## src/rtl/sd_spi_response_rx.sv

```systemverilog
// sd_spi_response_rx: SD SPI-mode response and block receiver.
// Samples MISO on sck rise; decodes R1, R3/R7 and single data blocks.
module sd_spi_response_rx #(
  parameter int NCR_MAX       = 8,
  parameter int TOKEN_TIMEOUT = 1024,
  parameter int BLOCK_LEN     = 512
) (
  input  logic        clk,
  input  logic        rst,
  input  logic        spi_sck,
  input  logic        spi_miso,
  input  logic        start,
  input  logic [1:0]  resp_type,
  output logic        busy,
  output logic [7:0]  resp_r1,
  output logic [31:0] resp_ext,
  output logic [7:0]  data_byte,
  output logic        data_valid,
  output logic        done,
  output logic        timeout,
  output logic        token_err,
  output logic        crc_err
);

  localparam int NCR_BITS = NCR_MAX * 8;
  localparam int NW = $clog2(NCR_BITS) + 1;
  localparam int TW = $clog2(TOKEN_TIMEOUT) + 1;
  localparam int BW = $clog2(BLOCK_LEN) + 1;

  typedef enum logic [2:0] {
    S_IDLE,
    S_WAIT_R1,
    S_R1,
    S_EXT,
    S_TOKEN,
    S_DATA,
    S_CRC,
    S_DONE
  } state_t;

  state_t state, state_n;

  logic          sck_q;
  logic          rise;
  logic [1:0]    r_type;
  logic [NW-1:0] wait_cnt;
  logic [TW-1:0] tok_cnt;
  logic [BW-1:0] byte_cnt;
  logic [5:0]    bit_cnt;
  logic [15:0]   sh;
  logic [15:0]   crc;
  logic [7:0]    byte_n;
  logic [15:0]   word_n;
  logic [15:0]   crc_n;
  logic          byte_end;
  logic          ncr_last;
  logic          tok_last;
  logic          blk_last;

  assign rise     = spi_sck & ~sck_q;
  assign byte_n   = {sh[6:0], spi_miso};
  assign word_n   = {sh[14:0], spi_miso};
  assign crc_n    = {crc[14:0], 1'b0}
                  ^ ((crc[15] ^ spi_miso) ? 16'h1021 : 16'h0000);
  assign byte_end = (bit_cnt[2:0] == 3'd7);
  assign ncr_last = (wait_cnt == NW'(NCR_BITS - 1));
  assign tok_last = (tok_cnt == TW'(TOKEN_TIMEOUT - 1));
  assign blk_last = (byte_cnt == BW'(BLOCK_LEN - 1));

  // State register.
  always_ff @(posedge clk) begin
    if (rst) state <= S_IDLE;
    else     state <= state_n;
  end

  // Next-state decode plus busy/done outputs.
  always_comb begin
    state_n = state;
    busy    = 1'b0;
    done    = 1'b0;
    case (state)
      S_IDLE: begin
        if (start) state_n = S_WAIT_R1;
      end
      S_WAIT_R1: begin
        busy = 1'b1;
        if (rise) begin
          if (!spi_miso)     state_n = S_R1;
          else if (ncr_last) state_n = S_DONE;
        end
      end
      S_R1: begin
        busy = 1'b1;
        if (rise && byte_end) begin
          unique case (1'b1)
            (r_type == 2'd1):
              state_n = S_EXT;
            (r_type == 2'd2) && (byte_n == 8'h00):
              state_n = S_TOKEN;
            default:
              state_n = S_DONE;
          endcase
        end
      end
      S_EXT: begin
        busy = 1'b1;
        if (rise && bit_cnt == 6'd31) state_n = S_DONE;
      end
      S_TOKEN: begin
        busy = 1'b1;
        if (rise && byte_end) begin
          if (byte_n == 8'hFE)
            state_n = S_DATA;
          else if (byte_n[7:5] == 3'b000 || tok_last)
            state_n = S_DONE;
        end
      end
      S_DATA: begin
        busy = 1'b1;
        if (rise && byte_end && blk_last) state_n = S_CRC;
      end
      S_CRC: begin
        busy = 1'b1;
        if (rise && bit_cnt == 6'd15) state_n = S_DONE;
      end
      S_DONE: begin
        done    = 1'b1;
        state_n = S_IDLE;
      end
      default: state_n = S_IDLE;
    endcase
  end

  // Bit shifting, counters, CRC and sticky flags.
  always_ff @(posedge clk) begin
    if (rst) begin
      sck_q      <= 1'b0;
      r_type     <= 2'd0;
      wait_cnt   <= '0;
      tok_cnt    <= '0;
      byte_cnt   <= '0;
      bit_cnt    <= '0;
      sh         <= '0;
      crc        <= '0;
      resp_r1    <= 8'hFF;
      resp_ext   <= '0;
      data_byte  <= '0;
      data_valid <= 1'b0;
      timeout    <= 1'b0;
      token_err  <= 1'b0;
      crc_err    <= 1'b0;
    end else begin
      sck_q      <= spi_sck;
      data_valid <= 1'b0;
      if (state == S_IDLE && start) begin
        r_type    <= resp_type;
        wait_cnt  <= '0;
        tok_cnt   <= '0;
        byte_cnt  <= '0;
        bit_cnt   <= '0;
        sh        <= '0;
        crc       <= '0;
        resp_r1   <= 8'hFF;
        resp_ext  <= '0;
        timeout   <= 1'b0;
        token_err <= 1'b0;
        crc_err   <= 1'b0;
      end else if (rise) begin
        case (state)
          S_WAIT_R1: begin
            if (!spi_miso) begin
              sh      <= word_n;
              bit_cnt <= 6'd1;
            end else begin
              wait_cnt <= wait_cnt + NW'(1);
              if (ncr_last) timeout <= 1'b1;
            end
          end
          S_R1: begin
            sh <= word_n;
            if (byte_end) begin
              resp_r1 <= byte_n;
              bit_cnt <= '0;
            end else begin
              bit_cnt <= bit_cnt + 6'd1;
            end
          end
          S_EXT: begin
            resp_ext <= {resp_ext[30:0], spi_miso};
            bit_cnt  <= bit_cnt + 6'd1;
          end
          S_TOKEN: begin
            sh <= word_n;
            if (byte_end) begin
              bit_cnt <= '0;
              if (byte_n == 8'hFE) begin
                crc <= '0;
              end else if (byte_n[7:5] == 3'b000) begin
                token_err <= 1'b1;
              end else begin
                tok_cnt <= tok_cnt + TW'(1);
                if (tok_last) timeout <= 1'b1;
              end
            end else begin
              bit_cnt <= bit_cnt + 6'd1;
            end
          end
          S_DATA: begin
            sh  <= word_n;
            crc <= crc_n;
            if (byte_end) begin
              bit_cnt    <= '0;
              data_byte  <= byte_n;
              data_valid <= 1'b1;
              byte_cnt   <= byte_cnt + BW'(1);
            end else begin
              bit_cnt <= bit_cnt + 6'd1;
            end
          end
          S_CRC: begin
            sh      <= word_n;
            bit_cnt <= bit_cnt + 6'd1;
            if (bit_cnt == 6'd15) crc_err <= (word_n != crc);
          end
          default: ;
        endcase
      end
    end
  end

endmodule

```

## config.mk

```make
export PLATFORM = sky130hd
export DESIGN_NAME = sd_spi_response_rx
export DESIGN_NICKNAME = d
export VERILOG_FILES = /design/src/rtl/sd_spi_response_rx.sv
export SDC_FILE = /design/constraint.sdc
export NUM_CORES = 1
export LEC_CHECK = 0
export ABC_AREA = 1
export BUFFER_PORTS_ARGS = -buffer_cell sky130_fd_sc_hd__buf_4
export CAP_MARGIN = 20
export CORE_MARGIN = 2
export CORE_UTILIZATION = 53
export CTS_BUF_LIST = sky130_fd_sc_hd__clkbuf_4 sky130_fd_sc_hd__clkbuf_8 sky130_fd_sc_hd__clkbuf_16
export DETAILED_ROUTE_END_ITERATION = 6
export MAX_ROUTING_LAYER = met4
export PLACE_DENSITY = 0.74
export SYNTH_ARGS = -nofsm -noshare
export SYNTH_HDL_FRONTEND = slang
export SYNTH_SLANG_ARGS = --single-unit
```

## constraint.sdc

```tcl
create_clock -name clk -period 3.6 [get_ports clk]
set_input_delay 0.72 -clock clk [delete_from_list [all_inputs] [get_ports clk]]
set_output_delay 0.72 -clock clk [all_outputs]
set_load 0.03 [all_outputs]
```

### After elaboration in Yosys (flattened, before gate mapping)

Index checks and enable logic that the tools add are counted.
W data, S select, Z words.

| word-level totals | value |
|---|---|
| bits in registers | 123 |
| input port bits | 7 |
| output and inout bits | 54 |
| logic and storage cells | 128 |

| cells by class | value |
|---|---|
| add/sub/neg operators | 4 |
| equality and inequality tests | 34 |
| muxes and demuxes | 32 |
| bitwise gates (word level) | 9 |
| reduce and logical (&&, ||, !) cells | 33 |

Operators by type and width:

| kind | number |
|---|---|
| $mux W3 | 11 |
| $mux W16 | 2 |
| $pmux W16 S2 | 1 |
| $ne A2 B2 Y1 const B | 15 |
| $pmux W15 S2 | 1 |
| $pmux W3 S8 | 1 |
| $pmux W6 S3 | 1 |
| $reduce_and A3 Y1 | 6 |
| $ne A16 B16 Y1 | 1 |
| $xor A16 B13 Y16 | 1 |
| $eq A3 B3 Y1 const B | 5 |
| $mux W15 | 1 |
| $mux W13 | 1 |
| $mux W6 | 2 |
| $add A11 B1 Y11 const B | 1 |
| $eq A11 B10 Y1 const B | 1 |
| $add A10 B1 Y10 const B | 1 |
| $eq A10 B9 Y1 const B | 1 |
| $reduce_and A5 Y1 | 2 |
| $mux W1 | 9 |
| $reduce_and A9 Y1 | 1 |
| $eq A8 B8 Y1 const B | 1 |
| $logic_not A8 Y1 | 1 |
| $reduce_and A4 Y1 | 2 |
| other kinds (26) | 43 |

### Depth between registers and ports, before layout

Gate-level depths: netlist (run 1).

| logic depth | value |
|---|---|
| word-level depth | 6 |
| mapped depth | 11 |
| mapped depth without buffers | 11 |

### Least setup slack after synthesis (run 1)

OpenSTA, ideal clock, no wires.

| timing | value |
|---|---|
| kind | in2reg |
| start point | input port spi_sck |
| end point | register byte_cnt[7] |
| data arrival time | 1.625 ns |
| slack | 1.855 ns |
| stages | 9 |
| path buffers | 0 |
| path through | nand2_2 nor2_4 nand2_2 nor2_4 nand2_1 nor2_2 nand2_1 nor2_1 nor3_2 |

| between the ends | value |
|---|---|
| word-level cells in the longest chain between the ends | 2 |

RTL lines:

| element | RTL line | RTL |
|---|---|---|
| start, declared | 10 | `input logic spi_sck,` |
| $and A1 B1 Y1 | 60 | `assign rise = spi_sck & ~sck_q;` |
| $reduce_and A3 Y1 (no source line) | -- |  |
| end signal, assigned | 215 | `byte_cnt <= byte_cnt + BW'(1);` |
| end, declared | 48 | `logic [BW-1:0] byte_cnt;` |

No other way between the ends.
A chain may end at the register's enable or synchronous reset.

### Worst setup path in the final report (run 1)

| timing | value |
|---|---|
| start point | register state[1] |
| end point | output port busy |

| between the ends | value |
|---|---|
| word-level cells in the longest chain between the ends | 3 |

RTL lines:

| element | RTL line | RTL |
|---|---|---|
| start, declared | 41 | `state_t state, state_n;` |
| start signal, assigned | 73 | `else state <= state_n;` |
| $eq A3 B3 Y1 (tied with other cells) | 81 | `case (state)` |
| $reduce_or A6 Y1 (no source line) (*) | -- |  |
| $mux W1 (*) | 81 |  |
| end, declared | 14 | `output logic busy,` |

Mark *: on every way between the ends. The rest lies on a longest branch, timed or not.

==> results of run 1 <==
-- cells in the final DEF (no fill, tap or decap), drive strengths merged --
cell / synthesis / layout
buf: 20 / 62
or2: 4 / 4
nand3: 47 / 47
o211ai: 4 / 4
o21ai: 38 / 38
bufinv: 0 / 5
nor3: 13 / 13
and3: 2 / 2
nor2: 99 / 99
nand2: 184 / 184
ha: 5 / 5
xor2: 6 / 6
inv: 62 / 65
a21oi: 90 / 90
a31oi: 2 / 2
dfxtp: 123 / 123
clkinvlp: 0 / 3
nand4: 11 / 11
clkbuf: 6 / 18
a41oi: 1 / 1
a211oi: 1 / 1
xnor2: 17 / 17
o22ai: 1 / 1
clkinv: 0 / 3
nor3b: 2 / 2
-- metal layers --
metal	part of all wire, %	wire, um	GRT usage [%]	vias up
met4	1.5	182	7.05	0
li1	-	-	-	2513
met1	46	5730	30.0	2252
met2	48	5970	36.5	103
met3	3.6	441	6.06	14
met5	0	0	-	-
-- sequential cells by signal, summed over array words and instances (netlist names), 2 cells and up --
register,cells
resp_ext,32
crc,16
sh,15
tok_cnt,11
byte_cnt,10
data_byte,8
resp_r1,8
wait_cnt,7
bit_cnt,6
state,3
r_type,2
-- path summary, 6_finish.rpt --
check,startpoint,end,cells after the start
hold / removal,rst,r_type[1],2
setup reg to reg,bit_cnt[1],byte_cnt[7],11
setup / recovery,state[1],busy,4
hold reg to reg,resp_ext[31],resp_ext[31],2
-- stage by stage --
stage	utilization, %	power [mW]	hold slack [ns]	worst slack, ns
floorplan	-	2.15	0.442	1.85
global placement	58.4	2.27	0.450	1.45
detailed placement	58.4	2.28	0.456	1.44
CTS	64.7	4.12	0.377	1.19
global route	64.7	4.30	0.376	1.12
finish	64.7	4.10	0.394	1.20
-- final cells by class --
| type | count | area share (%) |
|---|---|---|
| repair buffers | 62 | 7.07 |
| clock buffers | 18 | 6.40 |
| flip-flops and latches | 123 | 37.4 |
| multi-input cells | 527 | 39.7 |
| clock inverters | 14 | 3.31 |
| inverters | 62 | 3.57 |
| well taps | 136 | 2.58 |
-- where the power goes --
part	switching, mW	internal [mW]	total (mW)
clock network	0.627	1.21	1.83
logic	0.520	0.234	0.754
registers	0.0887	1.43	1.51
total	1.24	2.87	4.10
-- kinds of logic (layout without fill, tap and decap cells) --
| logic type | count (synthesis) | in the layout | synth area share, % |
|---|---|---|---|
| XOR/XNOR | 23 | 23 | 3.68 |
| adder cells (fa/ha/maj) | 5 | 5 | 1.14 |
| AO/OA/AOI/OAI | 137 | 137 | 13.0 |
| buffers and inverters | 88 | 156 | 7.25 |
| AND/OR/NAND/NOR | 362 | 362 | 30.0 |
| flip-flops | 123 | 123 | 45.0 |
==> run metrics, run 1 <==
Yosys top cell area share 45.0%; R2R setup slack 1.53 ns; top-count cell post-synth nand2_1; routed via count 4882; cells along the critical path nand2_2 > o21ai_2 > inv_1 > buf_4; worst vdd ir 372 uV; CTS tree yes; HPWL Detailed 8390 um; CTS sink cnt 123; Post-Syn Area 0.00547 sq mm; Resize count post-CTS 0; final antenna-violating net count 0; final setup violation count 0; post-synth cell types 37; first-pass GRT wire length 20500 um; Hold Crit Class primary input to flop; unrepaired setup endpoints after global routing false; core area 0.0102 sq mm; crit-path max cell delay 0.55 ns; Die H 106 um; Syn Area/Cell 7.42 sq um; Max Cap Viol 0; GRT Total Usage 23.4%; number of post-CTS setup repair buffers 0; hold_buf cts 0; Multi-input gate area 0.00261 sq mm; crit end category output pin; min cycle time layout 2.40 ns; Power per Cell Area 623 mW/mm^2; Initial Utilization 53.7%; EDFF count, synth 0; CTS root buf clkbuf_8; placed cell count 910; actual slew at the worst max-slew pin 0.735 ns; Post-Syn Nets 750; port bufs 60; Layout area overhead 20.3%; CTS clk-pin slew, worst paths 0.06 ns; sum of buffers and inverters on the critical path 2; Register Area 0.00246 sq mm; synth cell count leaders nand2_1 (172), dfxtp_1 (123), a21oi_1 (90); DR DRC count 0; cell count after synthesis 738; count of pins over their slew limit 0; worst rel slew slack 51.0%; Synth warnings 0; vias in the first global route 4413; critical path's top delay family flip-flops; CTS Buf Count 17; area of the die 0.0112 sq mm; Die X 106 um; leakage 2.58 nW; Non-Filler Instances 942; Top FF cell, synth dfxtp_1; Async SR Flop Fraction 0%; final net count 805; placed inst area 0.00595 sq mm; period utilization 66.7%; TNS Setup 0 ns; Fin. Hold Viols 0; Design Area, Final 0.00659 sq mm; DR iter-0 viols 283; WP data arrival 1.68 ns; Critical Path Fanout Max 7; Synth area leader dfxtp_1; ant diodes 0; IO Pins 61; largest net degree at the start of global routing 69; deepest clock path buffer count 2; RD Place Congestion 0.946; result of the run finished, final reports clean; Clock Latency Late Sink 0.52 ns; Final Skew 0.00722 ns; fmax 0.416 GHz; CP max stage cell dfxtp_1; Vias/cell 5.18; Required @ worst endpoint 2.88 ns; critical path class flop to output pin; Total Routed Length 12300 um; Seq/Total Area, Yosys 45.0%; CP startpoint kind flop; post-DR wirelength/cell 13.1 um; H-Tree Depth 4; fill count 862; antenna violations before repair 0; share of cells above drive strength 1 18.1%; DRT Pass-1 Iters 6; Seq cells post-synth 123; largest cells by area after synthesis dfxtp_1 (45%), nand2_1 (12%), a21oi_1 (8.2%); GRT overflow 0; Cell Rows 37
No activity file was read; power rests on OpenSTA's default activity.
==> run 2: changes to the inputs <==
--- a/config.mk
+++ b/config.mk
@@ -5,7 +5,7 @@
 export SDC_FILE = /design/constraint.sdc
 export NUM_CORES = 1
 export LEC_CHECK = 0
-export ABC_AREA = 1
+export ABC_AREA = 0
 export BUFFER_PORTS_ARGS = -buffer_cell sky130_fd_sc_hd__buf_4
 export CAP_MARGIN = 20
 export CORE_MARGIN = 2
==> constraint.sdc (replaced) <==
create_clock -name clk -period 2.27 [get_ports clk]
set_input_delay 0.454 -clock clk [delete_from_list [all_inputs] [get_ports clk]]
set_output_delay 0.454 -clock clk [all_outputs]
set_load 0.03 [all_outputs]
==> run 2 against run 1 <==
Sequential power up 48%. Clock power up 37%. Cell count down 12%. First-iteration DRC count down 21%. Worst setup slack worse by 1.1 ns. Die area down 4.2%. Count of clock-buffer cells in the layout up 1. Critical path type is now flop to flop. Largest power group unchanged.
==> run metrics, run 2 <==
Design Area, Final 0.00645 sq mm (was 0.00659 sq mm); period utilization 94.3%; min cycle time layout 2.14 ns; Final WS setup 0.128 ns (was 1.20 ns); Final Skew 0.0111 ns (was 0.00722 ns); antenna violations before repair 0 (unchanged); largest net degree at the start of global routing 84 (was 69); main combinational cell family by area after synthesis simple AND/OR/NAND/NOR gates (unchanged); post-synthesis mux area share 5.73% (was 0%); port bufs 60 (unchanged); Required @ worst endpoint 2.72 ns (was 2.88 ns); HPWL Detailed 7770 um (was 8390 um); R2R depth 7 (was 11); Synth warnings 0 (unchanged); Hold Crit Start spi_sck (was rst); Vias/cell 5.39 (was 5.18); Async SR Flop Fraction 0% (unchanged); adder-cell share of the synthesized area 1.19% (was 1.14%); Power per Cell Area 914 mW/mm^2 (was 623 mW/mm^2); Multi-input gate area 0.00261 sq mm (about the same); Seq/Total Area, Yosys 47.0% (was 45.0%); crit end category flop (was output pin); synth cell count leaders dfxtp_1 (123), nand2_1 (120), a21oi_1 (69) (was nand2_1 (172), dfxtp_1 (123), a21oi_1 (90)); CTS sink cnt 123 (unchanged); unrepaired setup endpoints after global routing false (unchanged); Worst Hold End sck_q (was r_type[1]); R2R Path End tok_cnt[10] (was byte_cnt[7]); Synth Area in XOR/XNOR 7.19% (was 3.68%); fill count 795 (was 862); CTS root buf clkbuf_8 (unchanged); max reg flops 32 (unchanged); count of pins over their slew limit 0 (unchanged); Clock Latency Late Sink 0.52 ns (about the same); largest registers resp_ext (32), crc (16), sh (15) (unchanged); Synth area leader dfxtp_1 (unchanged); Layout area overhead 23.1% (was 20.3%); actual slew at the worst max-slew pin 0.705 ns (was 0.735 ns); most common cell after layout, fill and taps aside dfxtp_1 (was nand2_1); R2R Path Start bit_cnt[1] (unchanged); deepest clock path buffer count 2 (unchanged); largest cells by area after synthesis dfxtp_1 (47%), nand2_1 (8.6%), a21oi_1 (6.6%) (was dfxtp_1 (45%), nand2_1 (12%), a21oi_1 (8.2%)); critical path class flop to flop (was flop to output pin); R2R setup slack 0.13 ns (was 1.53 ns); vias in the first global route 4079 (was 4413); ant diodes 0 (unchanged); Simple-Gate Fraction of Synth Area 24.3% (was 30.0%); Total Routed Length 11900 um (was 12300 um); Top reg by flops resp_ext (unchanged); DR iter-0 viols 224 (was 283); IO Pins 61 (unchanged); Hold Crit Class primary input to flop (unchanged); RD Place Congestion 0.876 (was 0.946); commonest cells after routing, fill and taps aside dfxtp_1 (123), nand2_1 (119), buf_4 (81), a21oi_1 (68), nor2_1 (63) (was nand2_1 (172), dfxtp_1 (123), a21oi_1 (90), nor2_1 (86), buf_4 (62)); Syn Area/Cell 8.36 sq um (was 7.42 sq um); fmax 0.467 GHz; CTS Buf Count 17 (unchanged); share of cells above drive strength 1 17.9% (was 18.1%); final setup violation count 0 (unchanged); worst rel slew slack 53.0% (was 51.0%); result of the run finished, final reports clean (unchanged); DR DRC count 0 (unchanged); Register Area 0.00246 sq mm (unchanged); Cell Rows 36 (was 37); Die X 103 um (was 106 um); Post-Syn Nets 638 (was 750); GRT overflow 0 (unchanged); GRT Total Usage 23.7% (was 23.4%); Die H 103 um (was 106 um); CTS clk-pin slew, worst paths 0.06 ns (about the same); Power Total 5.89 mW (was 4.10 mW); post-synth cell types 49 (was 37); hold_buf cts 0 (unchanged); leakage 2.51 nW (was 2.58 nW); CP startpoint kind flop (unchanged); H-Tree Depth 4 (unchanged); DRT Pass-1 Iters 7 (was 6); compound-gate portion of the synthesized area 10.9% (was 13.0%); top-count cell post-synth dfxtp_1 (was nand2_1); WP data arrival 2.59 ns (was 1.68 ns); TNS Setup 0 ns (unchanged); final antenna-violating net count 0 (unchanged); Max Cap Viol 0 (unchanged); hold path cells 2 (unchanged); routed via count 4472 (was 4882); worst vdd ir 609 uV (was 372 uV); dpl ws 0.0127 ns (was 1.44 ns); core area 0.00968 sq mm (was 0.0102 sq mm); CTS tree yes (unchanged); first-pass GRT wire length 19100 um (was 20500 um); EDFF count, synth 0 (unchanged); post-layout util 66.6% (was 64.7%); Seq cells post-synth 123 (unchanged); area of the die 0.0107 sq mm (was 0.0112 sq mm); Top FF cell, synth dfxtp_1 (unchanged); Yosys top cell area share 47.0% (was 45.0%); cell count after synthesis 626 (was 738); Fin. Hold Viols 0 (unchanged); Initial Utilization 54.1% (was 53.7%); Post-Syn Area 0.00524 sq mm (was 0.00547 sq mm); Critical Path Fanout Max 5 (was 7); final net count 696 (was 805); placed inst area 0.00586 sq mm (was 0.00595 sq mm); post-DR wirelength/cell 14.4 um (was 13.1 um)
run 2: per-stage QoR:
step / cells / hold WS (ns)
5_1_grt: 830 / 0.172
2_1_floorplan: 626 / 0.438
4_1_cts: 829 / 0.176
3_5_place_dp: 797 / 0.455
3_3_place_gp: 797 / 0.444
6_report: 830 / 0.188
run 2: how the worst max path moves through the flow:
stage | start | end | slack (ns) | cells after the start
2_1_floorplan | bit_cnt[0] | tok_cnt[8] | 0.15 | 8
3_3_place_gp | bit_cnt[1] | crc[5] | 0.04 | 7
3_5_place_dp | bit_cnt[1] | crc[12] | 0.01 | 7
4_1_cts | bit_cnt[1] | tok_cnt[10] | 0.06 | 7
5_1_grt | bit_cnt[1] | tok_cnt[7] | 0.06 | 7
6_report | bit_cnt[1] | tok_cnt[10] | 0.13 | 7
run 2: cell families after synthesis:
group                      Yosys count
buffers and inverters               49
adders and majority gates            5
and+or+nand+nor                    276
DFF                                123
muxes                               30
xor gates and xnor gates            43
AOI/OAI and AO/OA                  100
run 2: where the power goes:
part	switching, mW	internal (mW)
Sequential	0.0296	2.20
Combinational	0.737	0.413
Clock	1.00	1.51
run 2: layer usage:
metal / wire length [um] / vias up / global-route usage [%]
met3: 551 / 15 / 6.99
met5: 0 / - / -
met1: 5250 / 2096 / 28.1
li1: - / 2260 / -
met4: 127 / 0 / 8.50
met2: 6000 / 101 / 38.2
run 2: final cells by class:
type,count,area share [%]
inverters,6,0.349
flip-flops and latches,123,38.2
clock buffers,19,6.85
repair buffers,82,9.74
clock inverters,13,1.84
multi-input cells,454,40.4
well taps,133,2.58
run 2: timing repair:
| item | in CTS | in global routing |
|---|---|---|
| pin swaps | 0 | 1 |
| resized for setup | 2 | 3 |
| setup endpoints to repair | 6 | 5 |
| setup buffers | 0 | 1 |
run 2: worst max-delay path, cell delays in order, from the launching register on:
cell	delay, ns
dfxtp_1	0.36
ha_1	0.19
ha_1	0.18
nand3b_1	0.12
or2_1	0.28
or4_4	0.45
or3_1	0.33
a21oi_1	0.15
